## config.mk

```make
export PLATFORM = sky130hd
export DESIGN_NAME = alu_host_if_flat
export DESIGN_NICKNAME = d
export VERILOG_FILES = /design/src/rtl/alu_host_pkg.sv /design/src/rtl/alu_host_if_if.sv /design/src/rtl/alu_host_sync.sv /design/src/rtl/alu_host_if.sv /design/src/flat_wrapper.sv
export SDC_FILE = /design/constraint.sdc
export NUM_CORES = 1
export LEC_CHECK = 0
export CORE_ASPECT_RATIO = 2
export CORE_UTILIZATION = 62
export DETAILED_ROUTE_END_ITERATION = 16
export DONT_BUFFER_PORTS = 1
export PLACE_DENSITY = 0.78
export RECOVER_POWER = 50
export SLEW_MARGIN = 15
export SYNTH_ARGS = -nofsm -noshare
export SYNTH_HDL_FRONTEND = slang
export SYNTH_SLANG_ARGS = --single-unit
```

## constraint.sdc

```tcl
create_clock -name clk -period 2.4 [get_ports clk]
set_input_delay 0.36 -clock clk [delete_from_list [all_inputs] [get_ports clk]]
set_output_delay 0.36 -clock clk [all_outputs]
set_load 0.01 [all_outputs]
```

## src/rtl/alu_host_pkg.sv

```systemverilog
`default_nettype none
// ============================================================================
// Module      : alu_host_pkg
// Description : Shared types and constants for the ALU pin-side host interface.
// Revision    : 1.0
// ============================================================================
package alu_host_pkg;

    typedef enum logic [2:0] {
        IDLE  = 3'd0,
        GET_A = 3'd1,
        GET_B = 3'd2,
        ISSUE = 3'd3,
        WAIT  = 3'd4,
        DONE  = 3'd5
    } state_t;

    localparam logic [3:0] OP_ADD = 4'd0;
    localparam logic [3:0] OP_SUB = 4'd1;
    localparam logic [3:0] OP_AND = 4'd2;
    localparam logic [3:0] OP_OR  = 4'd3;
    localparam logic [3:0] OP_XOR = 4'd4;
    localparam logic [3:0] OP_SHL = 4'd5;
    localparam logic [3:0] OP_SHR = 4'd6;
    localparam logic [3:0] OP_NOT = 4'd8;

    // Z and N together cannot come out of the core, so this marks a timeout
    localparam logic [7:0] ERR_RESULT = 8'hEE;
    localparam logic [3:0] ERR_FLAGS  = 4'hF;

    localparam logic [7:0] UIO_OE = 8'hFC;

    localparam int UIO_STROBE_BIT = 0;
    localparam int UIO_ABORT_BIT  = 1;
    localparam int UIO_BUSY_BIT   = 2;
    localparam int UIO_VALID_BIT  = 3;
    localparam int UIO_FLAGS_LSB  = 4;
    localparam int OPC_UNARY_BIT  = 7;

endpackage
`default_nettype wire

```

## src/rtl/alu_host_if_if.sv

```systemverilog
`default_nettype none
// ============================================================================
// Module      : alu_host_if_if
// Description : Start/done handshake bundle between host block and ALU core.
// Revision    : 1.0
// ============================================================================
interface alu_host_if_if;
    logic [3:0] alu_op;
    logic [7:0] alu_a;
    logic [7:0] alu_b;
    logic       alu_start;
    logic       alu_done;
    logic [7:0] alu_y;
    logic [3:0] alu_flags;

    modport master (
        output alu_op, alu_a, alu_b, alu_start,
        input  alu_done, alu_y, alu_flags
    );

    modport slave (
        input  alu_op, alu_a, alu_b, alu_start,
        output alu_done, alu_y, alu_flags
    );
endinterface
`default_nettype wire

```

## src/rtl/alu_host_sync.sv

```systemverilog
`default_nettype none
// ============================================================================
// Module      : alu_host_sync
// Description : 2-FF pad synchronizer with enable, level and rising-edge out.
// Revision    : 1.0
// ============================================================================
module alu_host_sync (
    input  wire logic clk,
    input  wire logic rst_n,
    input  wire logic ena,
    input  wire logic d,
    output logic      level,
    output logic      rise
);
    logic r_meta;
    logic r_sync;
    logic r_prev;

    always_ff @(posedge clk or negedge rst_n) begin
        if (!rst_n) begin
            r_meta <= 1'b0;
            r_sync <= 1'b0;
            r_prev <= 1'b0;
        end else if (ena) begin
            r_meta <= d;
            r_sync <= r_meta;
            r_prev <= r_sync;
        end
    end

    assign level = r_sync;
    assign rise  = r_sync & ~r_prev;
endmodule
`default_nettype wire

```

## src/rtl/alu_host_if.sv

```systemverilog
`default_nettype none
// ============================================================================
// Module      : alu_host_if
// Description : Collects opcode/A/B bytes from pads, issues them to the ALU
//               core and holds the result and flags on the output pins.
// Revision    : 1.0
// ============================================================================
module alu_host_if
    import alu_host_pkg::*;
#(
    parameter int ALU_TIMEOUT = 15
) (
    input  wire logic       clk,
    input  wire logic       rst_n,
    input  wire logic       ena,
    input  wire logic [7:0] ui_in,
    input  wire logic [7:0] uio_in,
    output logic      [7:0] uo_out,
    output logic      [7:0] uio_out,
    output logic      [7:0] uio_oe,
    alu_host_if_if.master   alu
);
    localparam int CNT_W = $clog2(ALU_TIMEOUT + 1);

    state_t           r_state, w_state_nx;
    logic [3:0]       r_op, w_op_nx;
    logic [7:0]       r_a, w_a_nx;
    logic [7:0]       r_b, w_b_nx;
    logic             r_unary, w_unary_nx;
    logic [7:0]       r_result, w_result_nx;
    logic [3:0]       r_flags, w_flags_nx;
    logic             r_valid, w_valid_nx;
    logic [CNT_W-1:0] r_cnt, w_cnt_nx, w_cnt_inc;
    logic             w_strobe_rise, w_strobe_level;
    logic             w_abort_level, w_abort_rise;
    logic             w_busy;
    logic             w_unused_sig;

    assign w_unused_sig = &{1'b0, uio_in[7:2], w_strobe_level, w_abort_rise};

    alu_host_sync u_sync_strobe (
        .clk   (clk),
        .rst_n (rst_n),
        .ena   (ena),
        .d     (uio_in[UIO_STROBE_BIT]),
        .level (w_strobe_level),
        .rise  (w_strobe_rise)
    );

    alu_host_sync u_sync_abort (
        .clk   (clk),
        .rst_n (rst_n),
        .ena   (ena),
        .d     (uio_in[UIO_ABORT_BIT]),
        .level (w_abort_level),
        .rise  (w_abort_rise)
    );

    assign w_cnt_inc = r_cnt + CNT_W'(1);

    always_comb begin
        w_state_nx  = r_state;
        w_op_nx     = r_op;
        w_a_nx      = r_a;
        w_b_nx      = r_b;
        w_unary_nx  = r_unary;
        w_result_nx = r_result;
        w_flags_nx  = r_flags;
        w_valid_nx  = r_valid;
        w_cnt_nx    = r_cnt;
        if (w_abort_level) begin
            w_state_nx  = IDLE;
            w_valid_nx  = 1'b0;
            w_result_nx = 8'h00;
            w_flags_nx  = 4'h0;
        end else begin
            case (r_state)
                IDLE, DONE: begin
                    if (w_strobe_rise) begin
                        w_op_nx    = ui_in[3:0];
                        w_unary_nx = ui_in[OPC_UNARY_BIT];
                        if (ui_in[OPC_UNARY_BIT]) begin
                            w_b_nx = 8'h00;
                        end
                        w_valid_nx = 1'b0;
                        w_state_nx = GET_A;
                    end
                end
                GET_A: begin
                    if (w_strobe_rise) begin
                        w_a_nx     = ui_in;
                        w_state_nx = r_unary ? ISSUE : GET_B;
                    end
                end
                GET_B: begin
                    if (w_strobe_rise) begin
                        w_b_nx     = ui_in;
                        w_state_nx = ISSUE;
                    end
                end
                ISSUE: begin
                    w_cnt_nx   = '0;
                    w_state_nx = WAIT;
                end
                WAIT: begin
                    w_cnt_nx = w_cnt_inc;
                    // a done pulse on the timeout edge still delivers the real result
                    if (alu.alu_done) begin
                        w_result_nx = alu.alu_y;
                        w_flags_nx  = alu.alu_flags;
                        w_valid_nx  = 1'b1;
                        w_state_nx  = DONE;
                    end else if (w_cnt_inc == CNT_W'(ALU_TIMEOUT)) begin
                        w_result_nx = ERR_RESULT;
                        w_flags_nx  = ERR_FLAGS;
                        w_valid_nx  = 1'b1;
                        w_state_nx  = DONE;
                    end
                end
                default: w_state_nx = IDLE;
            endcase
        end
    end

    always_ff @(posedge clk or negedge rst_n) begin
        if (!rst_n) begin
            r_state  <= IDLE;
            r_op     <= 4'h0;
            r_a      <= 8'h00;
            r_b      <= 8'h00;
            r_unary  <= 1'b0;
            r_result <= 8'h00;
            r_flags  <= 4'h0;
            r_valid  <= 1'b0;
            r_cnt    <= '0;
        end else if (ena) begin
            r_state  <= w_state_nx;
            r_op     <= w_op_nx;
            r_a      <= w_a_nx;
            r_b      <= w_b_nx;
            r_unary  <= w_unary_nx;
            r_result <= w_result_nx;
            r_flags  <= w_flags_nx;
            r_valid  <= w_valid_nx;
            r_cnt    <= w_cnt_nx;
        end
    end

    assign w_busy        = (r_state == ISSUE) || (r_state == WAIT);
    assign alu.alu_start = (r_state == ISSUE);
    assign alu.alu_op    = r_op;
    assign alu.alu_a     = r_a;
    assign alu.alu_b     = r_b;
    assign uo_out        = r_result;
    assign uio_oe        = UIO_OE;

    always_comb begin
        uio_out                         = 8'h00;
        uio_out[UIO_FLAGS_LSB +: 4]     = r_flags;
        uio_out[UIO_VALID_BIT]          = r_valid;
        uio_out[UIO_BUSY_BIT]           = w_busy;
    end
endmodule
`default_nettype wire

```

## src/flat_wrapper.sv

```systemverilog
// flat-port wrapper written by rule: the top's interface ports become plain ports
module alu_host_if_flat import alu_host_pkg::*;
#(
    parameter int ALU_TIMEOUT = 15
)
  (clk, rst_n, ena, ui_in, uio_in, uo_out, uio_out, uio_oe, alu_alu_op, alu_alu_a, alu_alu_b, alu_alu_start, alu_alu_done, alu_alu_y, alu_alu_flags);
  alu_host_if_if alu_i ();
  input  wire logic clk;
  input  wire logic rst_n;
  input  wire logic ena;
  input  wire logic [7:0] ui_in;
  input  wire logic [7:0] uio_in;
  output logic      [7:0] uo_out;
  output logic      [7:0] uio_out;
  output logic      [7:0] uio_oe;
  output wire logic [$bits(alu_i.alu_op)-1:0] alu_alu_op;
  output wire logic [$bits(alu_i.alu_a)-1:0] alu_alu_a;
  output wire logic [$bits(alu_i.alu_b)-1:0] alu_alu_b;
  output wire logic [$bits(alu_i.alu_start)-1:0] alu_alu_start;
  input wire logic [$bits(alu_i.alu_done)-1:0] alu_alu_done;
  input wire logic [$bits(alu_i.alu_y)-1:0] alu_alu_y;
  input wire logic [$bits(alu_i.alu_flags)-1:0] alu_alu_flags;
  assign alu_alu_op = alu_i.alu_op;
  assign alu_alu_a = alu_i.alu_a;
  assign alu_alu_b = alu_i.alu_b;
  assign alu_alu_start = alu_i.alu_start;
  assign alu_i.alu_done = alu_alu_done;
  assign alu_i.alu_y = alu_alu_y;
  assign alu_i.alu_flags = alu_alu_flags;
  alu_host_if #(.ALU_TIMEOUT(ALU_TIMEOUT)) u_core (.clk(clk), .rst_n(rst_n), .ena(ena), .ui_in(ui_in), .uio_in(uio_in), .uo_out(uo_out), .uio_out(uio_out), .uio_oe(uio_oe), .alu(alu_i));
endmodule
```

# ---- Yosys cells after proc, flatten, opt, wreduce, memory -nomap -nowiden
# Cells that the tools add are included.
dict set report classes {
  add_sub_neg 1
  shifts 0
  n_mul 0
  n_bitwise 3
  n_eq_ne 13
  mux 26
  magnitude_cmp 0
  div_mod_pow 0
  n_reduce_logical 15
}
# operator n
set ops {}
lappend ops {{two-way mux 8 bit} 7}
lappend ops {{two-way mux 3 bit} 6}
lappend ops {{two-way mux 4 bit} 4}
lappend ops {{case mux 8 bit (2 select lines)} 1}
lappend ops {{case mux 3 bit (5 select lines)} 1}
lappend ops {{AND reduction 4 bit} 3}
lappend ops {{inequality test 3 bit (second input constant)} 3}
lappend ops {{case mux 4 bit (2 select lines)} 1}
lappend ops {{equality test 3 x 2 -> 1 bit (second input constant)} 2}
lappend ops {{equality test 3 bit (second input constant)} 2}
lappend ops {{inequality test 2 bit (second input constant)} 3}
lappend ops {{AND reduction 3 bit} 2}
lappend ops {{AND reduction 6 bit} 1}
lappend ops {{nonzero test 2 bit} 3}
lappend ops {{nonzero test 3 bit} 2}
lappend ops {{two-way mux 1 bit} 5}
lappend ops {{AND reduction 5 bit} 1}
lappend ops {{adder 4 x 1 -> 4 bit (second input constant)} 1}
lappend ops {{equality test 4 bit (second input constant)} 1}
lappend ops {{inequality test 4 x 3 -> 1 bit (second input constant)} 1}
lappend ops {{equality test 3 x 1 -> 1 bit (second input constant)} 1}
lappend ops {{zero test 3 bit} 1}
lappend ops {{NOT 1 bit} 2}
lappend ops {{case mux 1 bit (2 select lines)} 1}
lappend ops {{other kinds (3)} 3}
dict set report word_totals {
  regBits 46
  word_cells 72
  output_inout_bits 45
  mem_bits_rw 0
  n_memories 0
  inputBits 32
  romBits 0
  latch_bits 0
}

# ---- Depth between registers and ports, before layout
# Gate-level depths: netlist of run 1.
dict set report logic_depth {
  word_depth 6
  depth_mapped 7
  depth_no_buf 6
}

# ---- Hierarchy
# Synthesis of run 1 repeated with hierarchy kept, for this count alone.
dict set report unflattened {
  hier_cells 204
  hier_area_um2 2290.9
}
# mod cells_each instances area_each_um2 seq_area_each_um2
set modules_own_cells {}
lappend modules_own_cells {alu_host_if 190 1 2060.7 1026.0}
lappend modules_own_cells {alu_host_sync 7 2 115.1 75.1}

# ---- Worst setup path before layout of run 1
# OpenSTA, ideal clock, no wires.
dict set report synth_path {
  path_type {register to register}
  from {register u_core.u_sync_abort.r_sync (netlist: u_core.u_sync_abort.level)}
  to {register u_core.r_a[0] (netlist: u_core.alu.alu_a[0])}
  period_less_slack_ns 1.702
  setup_ns 0.125
  n_path_buf 1
  path_stages_with_launch 6
  required_time_ns 2.275
  path_slack_ns 0.698
  arrival_time_ns 1.577
  path_cell_list {dfrtp_1 -> buf_6 -> nand2b_4 -> nor2_4 -> nor4b_4 -> mux2_2}
}
dict set report synth_between {
  elab_chain_cells 2
}
# element line_no
set synth_lines {}
lappend synth_lines {{start: declaration} alu_host_sync.sv:16} ;# logic r_sync;
lappend synth_lines {{start signal: assignment} alu_host_sync.sv:26} ;# r_sync <= r_meta;
lappend synth_lines {{NOT 1 bit (no source line)} n/a}
lappend synth_lines {{AND reduction 4 bit (no source line)} n/a}
lappend synth_lines {{end signal: assignment} alu_host_if.sv:139} ;# r_a <= w_a_nx;
lappend synth_lines {{end: declaration} alu_host_if.sv:27} ;# logic [7:0] r_a, w_a_nx;
# No other way between the ends.
# A chain may end at the register's enable or synchronous reset.

# ---- Final worst setup path of run 1
dict set report layout_path {
  from {register u_core.r_state[1]}
  to {output uio_out[2]}
}
dict set report layout_between {
  elab_chain_cells 2
  elab_cells_between_ends 3
  cone_classes {eq/ne (2); reduce/logical (1)}
}
# element line_no
set layout_lines {}
lappend layout_lines {{start: declaration} alu_host_if.sv:25} ;# state_t r_state, w_state_nx;
lappend layout_lines {{start signal: assignment} alu_host_if.sv:137} ;# r_state <= w_state_nx;
lappend layout_lines {{equality test 3 x 2 -> 1 bit / equality test 3 bit (equally long branches)} alu_host_if.sv:149} ;# assign w_busy = (r_state == ISSUE) || (r_state == WAIT);
lappend layout_lines {{logical OR 1 bit *} alu_host_if.sv:149}
lappend layout_lines {{end: declaration} flat_wrapper.sv:14} ;# output logic [7:0] uio_out;
# Mark *: on every way between the ends. The rest lies on a longest branch, timed or not.

==> results.yml, run 1 <==
hold_path:
  whs_path_depth: 1
  hold_start: "ena"
  hp-class: "in2reg"
  hold_end: "u_core.u_sync_abort.level"
run:
  maxCapViolCount: 0
sta:
  fmaxAchievable_mhz: 497
  period_needed_ns: 2.01
  max_slew_margin_pct: 25.9
  drv_slew: 0
  rsz0062_at_grt: "false"
  hold_violations: 0
  finClkSkew_ns: 0.00434
  finalSetupViolCount: 0
  period_share_pct: 83.8
  max_slew.worst_pin.slew_ns: 1.11
  finalSetupTns_ns: 0
grt:
  use_met3_pct: 5.92
  grt_use_total_pct: 24.3
  antenna_found_initial: 0
  grt_pass1_wl_microns: 7080
  gr-max-usage-layer: "met2"
  overflow: 0
  grt_pass1_vias: 1574
  grt_max_degree: 47
  grt_use_met2_pct: 46.9
  met1_usage_pct: 23.3
yosys:
  yosysTopAreaCellShare_pct: 49.7
  ys_types: 51
  ys_ff_latch: 46
  ys_seq_area_share_pct: 49.7
  netlist_area_sq_mm: 0.00232
  ys.flop_type: "dfrtp_1"
  synthArstFlopShare_pct: 100
  syn_area_per_cell_sq_um: 11.4
  ys_warn_count: 0
  yosys.area.top_type: "dfrtp_1"
  synth_edf_count: 0
  synthTopCellsByArea: "dfrtp_1 50%, mux2_2 8.3%, buf_4 3.9%, mux2i_1 3.0%, o221a_2 2.9%"
  synth_cells: 203
setup_path:
  worstPathArrival_ns: 1.65
  r2r_end: "u_core.alu.alu_a[1]"
  cp_max_fo: 9
  critPathLaunchType: "register"
  worstPathCellList: "inv_1, or3_1, nand2_1"
  cpPeakStageDelay_ns: 0.60
  end_kind: "output port"
  worstPathRequired_ns: 2.04
  r2r_cells: 4
  path_buf_inv: 1
  worst_path_max_delay_cell: "dfrtp_1"
  r2r-start: "u_core.u_sync_abort.level"
  ff2ff_setup_slack_ns: 0.41
  critical-path-top-delay-family: "flip-flops"
  crit_cells: 3
  criticalPathCategory: "reg2out"
placed_design:
  placed_cells: 244
  hpwl_microns: 3450
  place.gp.congestion: 0.753
  io_buffers: 0
  place_area_sq_mm: 0.00230
route:
  route.detailed.drc: 0
  final_antenna_net_count: 0
  first_iter_violations: 42
  wl_per_cell_microns: 17.9
  viasPerCell: 6.15
  wl_microns: 4540
  dr.pass1.iters: 4
  via_count: 1563
die:
  start_util_pct: 64.2
  die_area_sq_mm: 0.00400
  num_io_pins: 77
  dieHeight_microns: 88.4
  row_count: 31
  die_w_microns: 45.2
  coreArea_sq_mm: 0.00361
clock_tree:
  cts_tree: "done"
  h-tree-depth: 2
  cts.path.max_buffers: 2
  clkSlewWorstSetupHoldPaths_ns: 0.08
  cts_root_buf: "clkbuf_8"
  cts_buffers: 5
  insertion_delay_ns: 0.30
  ctsResizeCount: 0
  cts_sinks: 46
power:
  p_per_area_mw_per_mm2: 1070
  clkPwrFrac_pct: 22.0
  swShare_pct: 36.0
  p_switching_uw: 934
  comb_power_share_pct: 23.3
  internal-power_uw: 1660
  seq_power_share_pct: 54.7
  irDropWorstVdd_mv: 0.813
  p_leak_uw: 0.00117
cells_and_area:
  final_common_cell: "dfrtp_1"
  synthToLayoutAreaGrowth_pct: 4.75
  final_cell_area_sq_mm: 0.00243
  finalNonFillerCells: 254
  nNetsFinal: 238
  diodes: 0
  multi_input_area_sq_mm: 0.00101
  seq_area_sq_mm: 0.00115
  layout_common_cells: "46 x dfrtp_1, 17 x inv_1, 17 x nand2_1, 17 x mux2_2, 10 x conb_1"
  drive_gt1_share_pct: 21.0
  fillers: 287
status:
  run_status: "finished clean"
worst register-to-register path: cells and delay by family (launching register included):
family | cells | cell delay, ns
muxes | 1 | 0.41
and+or+nand+nor | 3 | 0.96
DFF | 1 | 0.52
registers in the layout, indices dropped and copies added (netlist names):
name	count
u_core.u_sync_abort.r_meta	1
u_core.r_unary	1
u_core.uo_out	8
u_core.alu.alu_a	8
u_core.u_sync_strobe.r_meta	1
u_core.alu.alu_b	8
u_core.u_sync_abort.level	1
u_core.r_cnt	4
u_core.r_state	3
u_core.u_sync_strobe.r_prev	1
u_core.r_flags	4
u_core.r_valid	1
u_core.u_sync_strobe.level	1
u_core.alu.alu_op	4
metrics by stage:
step	hold slack (ns)	utilization, %	power [uW]	setup slack, ns
finish	0.157	67.3	2600	0.389
CTS	0.151	67.9	2630	0.389
global placement	0.0652	63.7	1960	0.466
detailed placement	0.0653	63.7	2030	0.416
global route	0.150	67.3	2770	0.289
floorplan	0.0644	-	1900	0.698
worst max-delay path by stage:
stage | start | end | slack [ns]
finish | u_core.r_state[1] | uio_out[2] | 0.39
global route | u_core.r_state[1] | alu_alu_start | 0.29
CTS | u_core.r_state[1] | uio_out[2] | 0.39
detailed placement | u_core.u_sync_abort.level | u_core.alu.alu_a[1] | 0.42
global placement | u_core.u_sync_abort.level | u_core.alu.alu_a[0] | 0.47
floorplan | u_core.u_sync_abort.level | u_core.alu.alu_a[0] | 0.70
what timing repair did:
item,in CTS,in global routing
hold buffers,2,0
hold endpoints to repair,46,0
buffers inserted,0,0
metal layers:
metal / vias up / wire length, microns / part of all wire, %
met5: - / 0 / 0
met4: 0 / 65 / 1.4
met3: 5 / 206 / 4.5
met2: 51 / 2760 / 61
met1: 791 / 1510 / 33
li1: 716 / - / -
Yosys cell counts, drive strengths merged (4+ instances only):
library cell / instances
buf: 16
o21a: 5
a21oi: 5
mux2i: 7
inv: 17
mux2: 17
nand4b: 4
nor2b: 5
dfrtp: 46
nand2: 17
o211a: 4
o221a: 6
o21ai: 10
power by group through the flow:
stage | logic, uW | registers [uW] | clock network (uW)
after detailed placement | 594 | 1440 | 0
final | 605 | 1420 | 571
after global placement | 544 | 1420 | 0
after floorplan | 587 | 1310 | 0
after global routing | 681 | 1470 | 623
after CTS | 619 | 1420 | 586
cell families after synthesis:
| family | after synthesis | share of synthesized area (%) |
|---|---|---|
| adder cells (fa/ha/maj) | 3 | 1.51 |
| AO/OA/AOI/OAI | 47 | 15.8 |
| flip-flops | 46 | 49.7 |
| XOR/XNOR | 1 | 0.378 |
| other | 2 | 0.324 |
| AND/OR/NAND/NOR | 45 | 12.9 |
| multiplexers | 24 | 11.3 |
| buffers and inverters | 35 | 8.10 |
layout make-up:
class	instances	area share [%]
Tap cell	49	2.53
Multi-Input combinational cell	130	41.5
Timing Repair Buffer	4	1.24
Clock buffer	5	2.84
Clock inverter	3	1.81
Sequential cell	46	47.4
Inverter	17	2.63
Note: power is estimated with default switching activity, not from simulation.
==> run 2, diff against run 1 <==
- clock period: 2.4 -> 2.1 ns (I/O delays scaled with it)
==> run 2 against run 1 <==
Net effect: die area did not move; sequential share of layout area grew 0.15 points; clock skew is 0.0065 ns higher; sequential power grew 13%; design area decreased by 0.31%; utilization fell by 0.21 points; clock power is 2% lower; routed wire length is 1.5% lower; combinational power is 15% higher; hold slack lost 0.046 ns; total power rose by 11%; largest cell class unchanged; highest routed layer unchanged.
==> results.yml, run 2 (synthesized netlist as in run 1, its figures left out) <==
status:
  run_status: "finished clean"
clock_tree:
  insertion_delay_ns: 0.31
  clkSlewWorstSetupHoldPaths_ns: 0.10
  cts_root_buf: "clkbuf_8"
  cts_tree: "done"
  cts_buffers: 5
  cts.path.max_buffers: 2
  cts_sinks: 46
  h-tree-depth: 2
die:
  row_count: 31
  coreArea_sq_mm: 0.00361
  die_w_microns: 45.2
  start_util_pct: 64.2
  die_area_sq_mm: 0.00400
  dieHeight_microns: 88.4
  num_io_pins: 77
sta:
  drv_slew: 0
  finalSetupTns_ns: 0
  max_slew_margin_pct: 25.3
  period_needed_ns: 1.97
  finClkSkew_ns: 0.0109
  hold_violations: 0
  finalSetupViolCount: 0
  fmaxAchievable_mhz: 507
  max_slew.worst_pin.slew_ns: 1.12
  hold-worst-slack_ns: 0.110
  rsz0062_at_grt: "false"
  period_share_pct: 94.0
route:
  final_antenna_net_count: 0
  via_count: 1525
  viasPerCell: 5.96
  route.detailed.drc: 0
  wl_per_cell_microns: 17.4
  dr.pass1.iters: 4
  wl_microns: 4470
  first_iter_violations: 34
grt:
  grt_pass1_wl_microns: 6910
  grt_max_degree: 47
  grt_pass1_vias: 1524
  antenna_found_initial: 0
  grt_use_total_pct: 24.3
  overflow: 0
setup_path:
  criticalPathCategory: "reg2out"
  r2r-start: "u_core.r_cnt[0]"
  r2r_end: "u_core.r_flags[2]"
  critPathLaunchType: "register"
  r2r_cells: 5
  worstPathArrival_ns: 1.66
  cp_max_fo: 9
  end_kind: "output port"
  worstPathRequired_ns: 1.78
  ff2ff_setup_slack_ns: 0.15
placed_design:
  place.gp.congestion: 0.801
  hpwl_microns: 3310
  io_buffers: 0
cells_and_area:
  drive_gt1_share_pct: 21.3
  nNetsFinal: 240
  fillers: 291
  multi_input_area_sq_mm: 0.00101
  diodes: 0
  synthToLayoutAreaGrowth_pct: 4.43
  final_common_cell: "dfrtp_1"
  layout_common_cells: "46 x dfrtp_1, 17 x inv_1, 17 x nand2_1, 17 x mux2_2, 10 x conb_1"
  seq_area_sq_mm: 0.00115
  fin_util_pct: 67.0
hold_path:
  whs_path_depth: 1
  hold_end: "u_core.r_state[1]"
  hold_start: "ena"
  hp-class: "in2reg"
power:
  irDropWorstVdd_mv: 0.679
  p_per_area_mw_per_mm2: 1190
  p_total_uw: 2870
  p_leak_uw: 0.00116
run:
  maxCapViolCount: 0
-- run 2: cell count changes in the layout (fill, tap and decap cells not counted), sizes merged --
cell      change
buf           +1
bufinv        -1
clkbuf        +1
clkinvlp      +1
-- run 2: report_power, final --
part / leakage [uW] / internal (uW) / switching [uW]
clock: 0.0000447 / 240 / 319
combinational: 0.000524 / 350 / 348
sequential: 0.000589 / 1200 / 417
-- run 2: metal layers --
layer	GRT usage, %	routed length [microns]	vias to the layer above
met5	0	0	-
met4	9.92	84	0
met2	46.1	2670	45
li1	-	-	709
met3	6.12	171	6
met1	23.4	1550	765
-- run 2: through the flow --
stage	setup slack, ns	instances	area [sq um]
floorplan	0.398	211	2350
global placement	0.337	246	2310
detailed placement	0.189	246	2310
CTS	0.108	256	2440
global route	0.0211	256	2420
finish	0.127	256	2420
-- run 2: what timing repair did --
| action | CTS | global route |
|---|---|---|
| gates resized for setup | 0 | 0 |
| hold endpoints to repair | 46 | 0 |
| buffers inserted | 0 | 0 |
| hold buffers | 2 | 0 |
-- run 2: layout make-up --
type                       instances  area share (%)
clock buffer                       5            2.85
clock inverter                     3            1.03
inverter                          17            2.64
multi-input combinational        130            41.6
sequential                        46            47.6
tap                               49            2.53
timing repair buffer               6            1.71
-- run 2: worst max-delay path by stage --
stage                     slack, ns                       from             endpoint
after floorplan                0.40  u_core.u_sync_abort.level  u_core.alu.alu_a[0]
after CTS                      0.11          u_core.r_state[1]           uio_out[2]
final                          0.13          u_core.r_state[1]           uio_out[2]
after detailed placement       0.19            u_core.r_cnt[0]    u_core.r_flags[2]
after global placement         0.34            u_core.r_cnt[0]    u_core.r_flags[3]
after global routing           0.02          u_core.r_state[1]        alu_alu_start
-- run 2: critical path: stages, from the launching register on --
cell	delay (ns)
dfrtp_1	0.59
inv_1	0.19
or3_1	0.41
nand2_1	0.15
